**src/rtl/clk_lock_ctrl.sv**
```systemverilog
// clk_lock_ctrl: DCM reset/lock supervisor with timeout retry, settle window and lock-loss recovery
//   BUS_CLK/BUS_RST : clock, synchronous active-high reset
//   DCM_LOCKED      : asynchronous LOCKED from the DCM
//   SOFT_RST        : restart request (priority over all FSM conditions)
//   DCM_RST         : DCM reset pin, CLK_READY: clocks settled, FAIL: retries exhausted
//   STATE/RETRY_CNT/LOSS_CNT : status
module clk_lock_ctrl #(
    parameter int RST_CYCLES    = 16,
    parameter int LOCK_TIMEOUT  = 4096,
    parameter int SETTLE_CYCLES = 256,
    parameter int MAX_RETRY     = 4,
    parameter int CNT_WIDTH     = 16
) (
    input  logic       BUS_CLK,
    input  logic       BUS_RST,
    input  logic       DCM_LOCKED,
    input  logic       SOFT_RST,
    output logic       DCM_RST,
    output logic       CLK_READY,
    output logic       FAIL,
    output logic [2:0] STATE,
    output logic [3:0] RETRY_CNT,
    output logic [7:0] LOSS_CNT
);
    typedef enum logic [2:0] {
        ST_RESET_HOLD = 3'd0,
        ST_WAIT_LOCK  = 3'd1,
        ST_SETTLE     = 3'd2,
        ST_READY      = 3'd3,
        ST_FAIL       = 3'd4
    } state_t;
    state_t state, nxt;
    logic [1:0] sync;
    logic lk_s;
    logic last_try;
    logic [CNT_WIDTH-1:0] cnt, cnt_nxt;
    logic [3:0] retry_nxt;
    logic [7:0] loss_nxt;
    assign lk_s = sync[1];
    assign last_try = RETRY_CNT == 4'(MAX_RETRY - 1);
    assign STATE = state;
    always_comb begin
        nxt = state;
        retry_nxt = RETRY_CNT;
        loss_nxt = LOSS_CNT;
        case (state)
            ST_RESET_HOLD: nxt = (cnt == CNT_WIDTH'(RST_CYCLES - 1)) ? ST_WAIT_LOCK : state;
            ST_WAIT_LOCK: begin
                // a lock seen on the timeout cycle still wins
                if (lk_s) nxt = ST_SETTLE;
                else if (cnt == CNT_WIDTH'(LOCK_TIMEOUT - 1)) begin
                    nxt = last_try ? ST_FAIL : ST_RESET_HOLD;
                    retry_nxt = RETRY_CNT + 4'd1;
                end
            end
            ST_SETTLE: begin
                // losing lock while settling is a failed attempt, same as a timeout
                if (!lk_s) begin
                    nxt = last_try ? ST_FAIL : ST_RESET_HOLD;
                    retry_nxt = RETRY_CNT + 4'd1;
                end else if (cnt == CNT_WIDTH'(SETTLE_CYCLES - 1)) begin
                    nxt = ST_READY;
                    retry_nxt = 4'd0;
                end
            end
            ST_READY: begin
                if (!lk_s) begin
                    nxt = ST_RESET_HOLD;
                    loss_nxt = (LOSS_CNT == 8'hFF) ? LOSS_CNT : LOSS_CNT + 8'd1;
                end
            end
            ST_FAIL: nxt = state;
            default: nxt = ST_RESET_HOLD;
        endcase
        if (SOFT_RST) begin
            nxt = ST_RESET_HOLD;
            retry_nxt = 4'd0;
            loss_nxt = LOSS_CNT;
        end
        cnt_nxt = (nxt != state || SOFT_RST) ? '0 : cnt + CNT_WIDTH'(1);
    end
    // status outputs are decoded from the next state so they move on the same edge as STATE
    always_ff @(posedge BUS_CLK) begin
        if (BUS_RST) begin
            sync <= 2'b00;
            state <= ST_RESET_HOLD;
            cnt <= '0;
            DCM_RST <= 1'b1;
            CLK_READY <= 1'b0;
            FAIL <= 1'b0;
            RETRY_CNT <= 4'd0;
            LOSS_CNT <= 8'd0;
        end else begin
            sync <= {sync[0], DCM_LOCKED};
            state <= nxt;
            cnt <= cnt_nxt;
            DCM_RST <= nxt == ST_RESET_HOLD;
            CLK_READY <= nxt == ST_READY;
            FAIL <= nxt == ST_FAIL;
            RETRY_CNT <= retry_nxt;
            LOSS_CNT <= loss_nxt;
        end
    end
endmodule

```
**config.mk**
```make
export PLATFORM = sky130hd
export DESIGN_NAME = clk_lock_ctrl
export DESIGN_NICKNAME = d
export VERILOG_FILES = /design/src/rtl/clk_lock_ctrl.sv
export SDC_FILE = /design/constraint.sdc
export NUM_CORES = 1
export LEC_CHECK = 0
export CAP_MARGIN = 15
export CORE_ASPECT_RATIO = 1.1
export CORE_MARGIN = 1.5
export CORE_UTILIZATION = 54
export CTS_CLUSTER_DIAMETER = 100
export DETAILED_ROUTE_END_ITERATION = 6
export HOLD_SLACK_MARGIN = 0.12
export PLACE_DENSITY = 0.9
export SLEW_MARGIN = 20
export SYNTH_ARGS = -nofsm -noshare
export SYNTH_HDL_FRONTEND = slang
export SYNTH_SLANG_ARGS = --single-unit
```
**constraint.sdc**
```tcl
create_clock -name BUS_CLK -period 3.3 [get_ports BUS_CLK]
set_clock_uncertainty 0.15 [all_clocks]
set_input_delay 0.66 -clock BUS_CLK [delete_from_list [all_inputs] [get_ports BUS_CLK]]
set_output_delay 0.66 -clock BUS_CLK [all_outputs]
set_load 0.005 [all_outputs]
```
; ---- Word level (Yosys, flattened, before mapping)
; Index checks and enable logic that the tools add are counted.
; Widths: inputs -> output; s select.
[totals]
register_bits = 36
in_bits = 4
out_inout_bits = 18
[classes]
add_sub_neg = 3
n_eq_ne = 15
muxes = 14
bitwise_logic = 3
reduce_logical = 8
[ops]
columns = operator, n
row1 = $mux 3, 8
row2 = $add 16x1->16 const B, 1
row3 = $eq 16x12->1 const B, 1
row4 = $eq 16x4->1 const B, 1
row5 = $eq 16x8->1 const B, 1
row6 = $mux 4, 4
row7 = $pmux 3 s5, 1
row8 = $eq 3x2->1 const B, 3
row9 = $add 8x1->8 const B, 1
row10 = $eq 8x8->1 const B, 1
row11 = $pmux 4 s2, 1
row12 = $reduce_and 4->1, 2
row13 = $eq 3x3->1 const B, 2
row14 = $logic_not 3->1, 2
row15 = $add 4x1->4 const B, 1
row16 = $eq 4x2->1 const B, 1
row17 = $ne 2x2->1 const B, 2
row18 = $reduce_or 2->1, 2
row19 = $eq 3x1->1 const B, 1
row20 = $ne 3x3->1, 1
row21 = $ne 3x3->1 const B, 1
row22 = $not 1->1, 3
row23 = $reduce_bool 2->1, 1
row24 = $logic_or 1x1->1, 1

; ---- Longest topological paths before layout
[logic_depth]
depth_word = 9
mapped_depth = 9
ltp_nobuf = 7

; ---- Worst setup path after synthesis
; Ideal clock, no wire load.
[synth_path]
path_type = register to register
from = register cnt[13]
to = register cnt[11]
setup_time_ns = 0.135
arrival_ns = 2.275
required_ns = 3.015
slack_ns = 0.740
stages_incl_launch_ff = 8
path_buffers = 1
cell_sequence = dfxtp_1 > or4_4 > or4b_4 > or4_4 > o21bai_4 > a31o_4 > buf_6 > nor3_1
[synth_between]
elab_chain_cells = 8
[synth_rtl]
columns = element, line_no
row1 = "start, declared", 36  ; logic [CNT_WIDTH-1:0] cnt, cnt_nxt;
row2 = "start signal, assigned", 96  ; cnt <= cnt_nxt;
row3 = $eq 16x8->1 / $eq 16x12->1 (equally long branches), "61, 51"
row4 = "$mux 3, on equally long branches", "61, 51"
row5 = "$mux 3, on equally long branches", "58, 50"
row6 = $pmux 3 s5 *, 46  ; case (state)
row7 = $mux 3 *, 75  ; if (SOFT_RST) begin
row8 = $ne 3x3->1 *, 80  ; cnt_nxt = (nxt != state || SOFT_RST) ? '0 : cnt + CNT_WIDTH'(1);
row9 = $logic_or 1x1->1 *, 80
row10 = $reduce_or 2->1 (no line) *, n/a
; Mark *: on every way between the ends. The rest lies on a longest branch, timed or not.
; A chain may end at the register's enable or synchronous reset.

; ---- Final worst setup path
[layout_path]
from = register cnt[13]
to = register cnt[4]
; The elaborated chain is that of the path after synthesis.

==> summary.md <==
| Metric | Value |
|---|---|
| Outcome | completed |
| Drt via density | 5.70 |
| Ports | 22 |
| Average size of a mapped cell | 9.14 sq um |
| Chip width | 55.9 um |
| Max VDD drop | 458 uV |
| Critical path launch point type | flip-flop |
| Leak Pwr | 0.697 nW |
| WL/cell | 14.8 um |
| Gr busiest metal | met2 |
| Top cells by count, synth | 36 x dfxtp_1, 25 x nor2_1, 13 x nand3_1, 13 x nor3_1, 12 x xor2_1 |
| WS Path Type | reg -> reg |
| Start of the worst register-to-register path | cnt[13] |
| CP endpoint kind | flip-flop |
| Post-DP HPWL | 2.54 mm |
| R2R cell count | 5 |
| Antenna violations before repair | 0 |
| Simple-gate portion of the synthesized area | 29.0% |
| Global Route met3 Usage | 4.62% |
| RSZ-0062 raised after global routing | no |
| Post-CTS Setup Bufs | 0 |
| Synth Instances | 182 |
| Synth Flop Type | dfxtp_1 |
| Grt total ovfl | 0 |
| Inserted Diodes | 0 |
| Post-Synth Adder-Cell Area | 2.26% |
| Hold Path Cell Cnt | 1 |
| Die area | 3420 sq um |
| Pre-CTS WS | 586 ps |
| Vias in the first global route | 1351 |
| Largest net degree at the start of global routing | 13 |
| Final setup violation count | 0 |
| MaxCap Viol Count | 0 |
| First-pass GRT wire length | 5.80 mm |
| Fmax | 373 MHz |
| Chip height | 61.2 um |
| # clock sinks | 36 |
| Main combinational cell family by area after synthesis | simple AND/OR/NAND/NOR gates |
| PwrDens | 387 nW/um^2 |
| CP startpoint | cnt[13] |
| Last element of the critical path | cnt[4] |
| Post-Syn Area | 1660 sq um |
| Worst-Margin Slew | 437 ps |
| FF-to-FF setup slack | 620 ps |
| Routed wire length | 3.54 mm |
| Vias post-DR | 1363 |
| ANT nets after route | 0 |
| Root Buffer Master | clkbuf_4 |
| Setup slack after layout | 616 ps |
| Post-synthesis cell type count | 40 |
| Ys async rst share | 0% |
| IO buf count | 21 |
| Sequential fraction of the synthesis area | 43.3% |
| Critical path data required time | 3370 ps |
| Final worst path period need | 2680 ps |
| Worst-case clock buffer depth | 2 |
| Slew Limit Headroom | 70.8% |
| Synth Area in XOR/XNOR | 11.6% |
| DR iter-0 viols | 71 |
| CTS Hold Bufs | 0 |
| Worst min path class | reg -> reg |
| Post-Syn Nets | 189 |
| Yosys reg bits | 36 |
| Ys Warns | 0 |
| First-pass DRT Iterations | 4 |
| Final TNS setup | 0 ps |
| Total power draw | 762 uW |
| Final hold vios | 0 |
| Post-synthesis mux area share | 0.602% |
| Area delta synth->final | 18.1% |
| CTS Buf Count | 5 |
| Grt met2 use | 40.3% |
| Cell with the most instances after synthesis | dfxtp_1 |
| Reg clk slew, reported paths | 110 ps |
| Fin. max-slew vios | 0 |
| Top cell type's share of synthesized area | 43.3% |
| Yosys top cell by area | dfxtp_1 |
| CTS tree | done |
| Synth Area in Compound Gates | 10.3% |
| Crit-path max FO | 10 |
| GR met1 Demand/Resource | 24.4% |
| CTS resizes | 0 |
| Post-synth EDFFs | 0 |
| Gr usage total | 21.9% |
| Share of layout cells above drive strength 1 | 8.74% |
| Fin crit share | 81.3% |
| Initial Util | 58.3% |
| CP Data Arrival Time | 2750 ps |
| Core area | 2850 sq um |
| Worst skew pair latency | 340 ps |
| H-tree Lvls | 2 |
| Nets | 212 |
| Reg2reg end | cnt[4] |
| Row cnt | 20 |
| Final GP Congestion | 0.828 |
| # DRC | 0 |
| Synth area leaders | dfxtp_1 43%, xor2_1 6.3%, nor2_1 5.6% |
## final cells by class
class / count / area [sq um]
Sequential cell: 36 / 721
Clock inverter: 3 / 42.5
Timing Repair Buffer: 21 / 210
Inverter: 5 / 18.8
Multi-Input combinational cell: 136 / 895
Fill cell: 218 / 887
Tap cell: 33 / 41.3
Clock buffer: 5 / 37.5
## registers in the layout, indices dropped and copies added, names as in the netlist
signal	count
CLK_READY	1
DCM_RST	1
FAIL	1
LOSS_CNT	8
RETRY_CNT	4
STATE	3
cnt	16
sync	2
## routing by layer
layer | part of all wire, % | routed length, um
met5 | 0 | 0
met4 | 2.6 | 92
met3 | 3.8 | 133
met2 | 53 | 1870
met1 | 41 | 1440
## through the flow
step	utilization [%]	hold slack (ps)	cells	cell area, sq um
2_1_floorplan	-	264	182	1660
3_3_place_gp	66.1	270	231	1890
3_5_place_dp	66.1	287	231	1890
4_1_cts	68.9	311	239	1970
5_1_grt	68.9	324	239	1970
6_report	68.9	304	239	1970
## how the worst min path moves through the flow
stage,startpoint,to,slack [ps]
after floorplan,sync[0],sync[1],260
after global placement,sync[0],sync[1],270
after detailed placement,sync[0],sync[1],290
after CTS,sync[0],sync[1],310
after global routing,sync[0],sync[1],320
final,sync[0],sync[1],300
## cells in the final DEF, fill, tap and decap left out, drive strengths merged, types with 2 or more instances in the layout
master          n
a21oi           3
and3            5
clkbuf          5
clkdlybuf4s50  21
dfxtp          36
ha              3
inv             5
nand2          10
nand3          13
nand4           5
nor2           26
nor2b           3
nor3           13
nor3b           2
o21ai           5
o21bai          2
o31a            2
or3             3
or4             5
xnor2          10
xor2           12
## report_power, final
part / internal (mW) / switching [mW] / total, mW
clock network: 0.158 / 0.145 / 0.303
registers: 0.437 / 0.00210 / 0.439
logic: 0.00864 / 0.0110 / 0.0196
## critical path, cell delays in order, from the launching register on
cell,delay [ps]
dfxtp_1,360
or4_4,560
or4_4,520
or3_4,400
a211oi_4,450
nor3_1,120
## cells by family (layout without fill, tap and decap cells)
kind of cell | count (synthesis) | after routing
adder cells (fa/ha/maj) | 3 | 3
flip-flops | 36 | 36
buffers and inverters | 10 | 34
multiplexers | 1 | 1
XOR/XNOR | 22 | 22
AND/OR/NAND/NOR | 90 | 90
AO/OA/AOI/OAI | 20 | 20
Power figures use the tool's default switching activity.
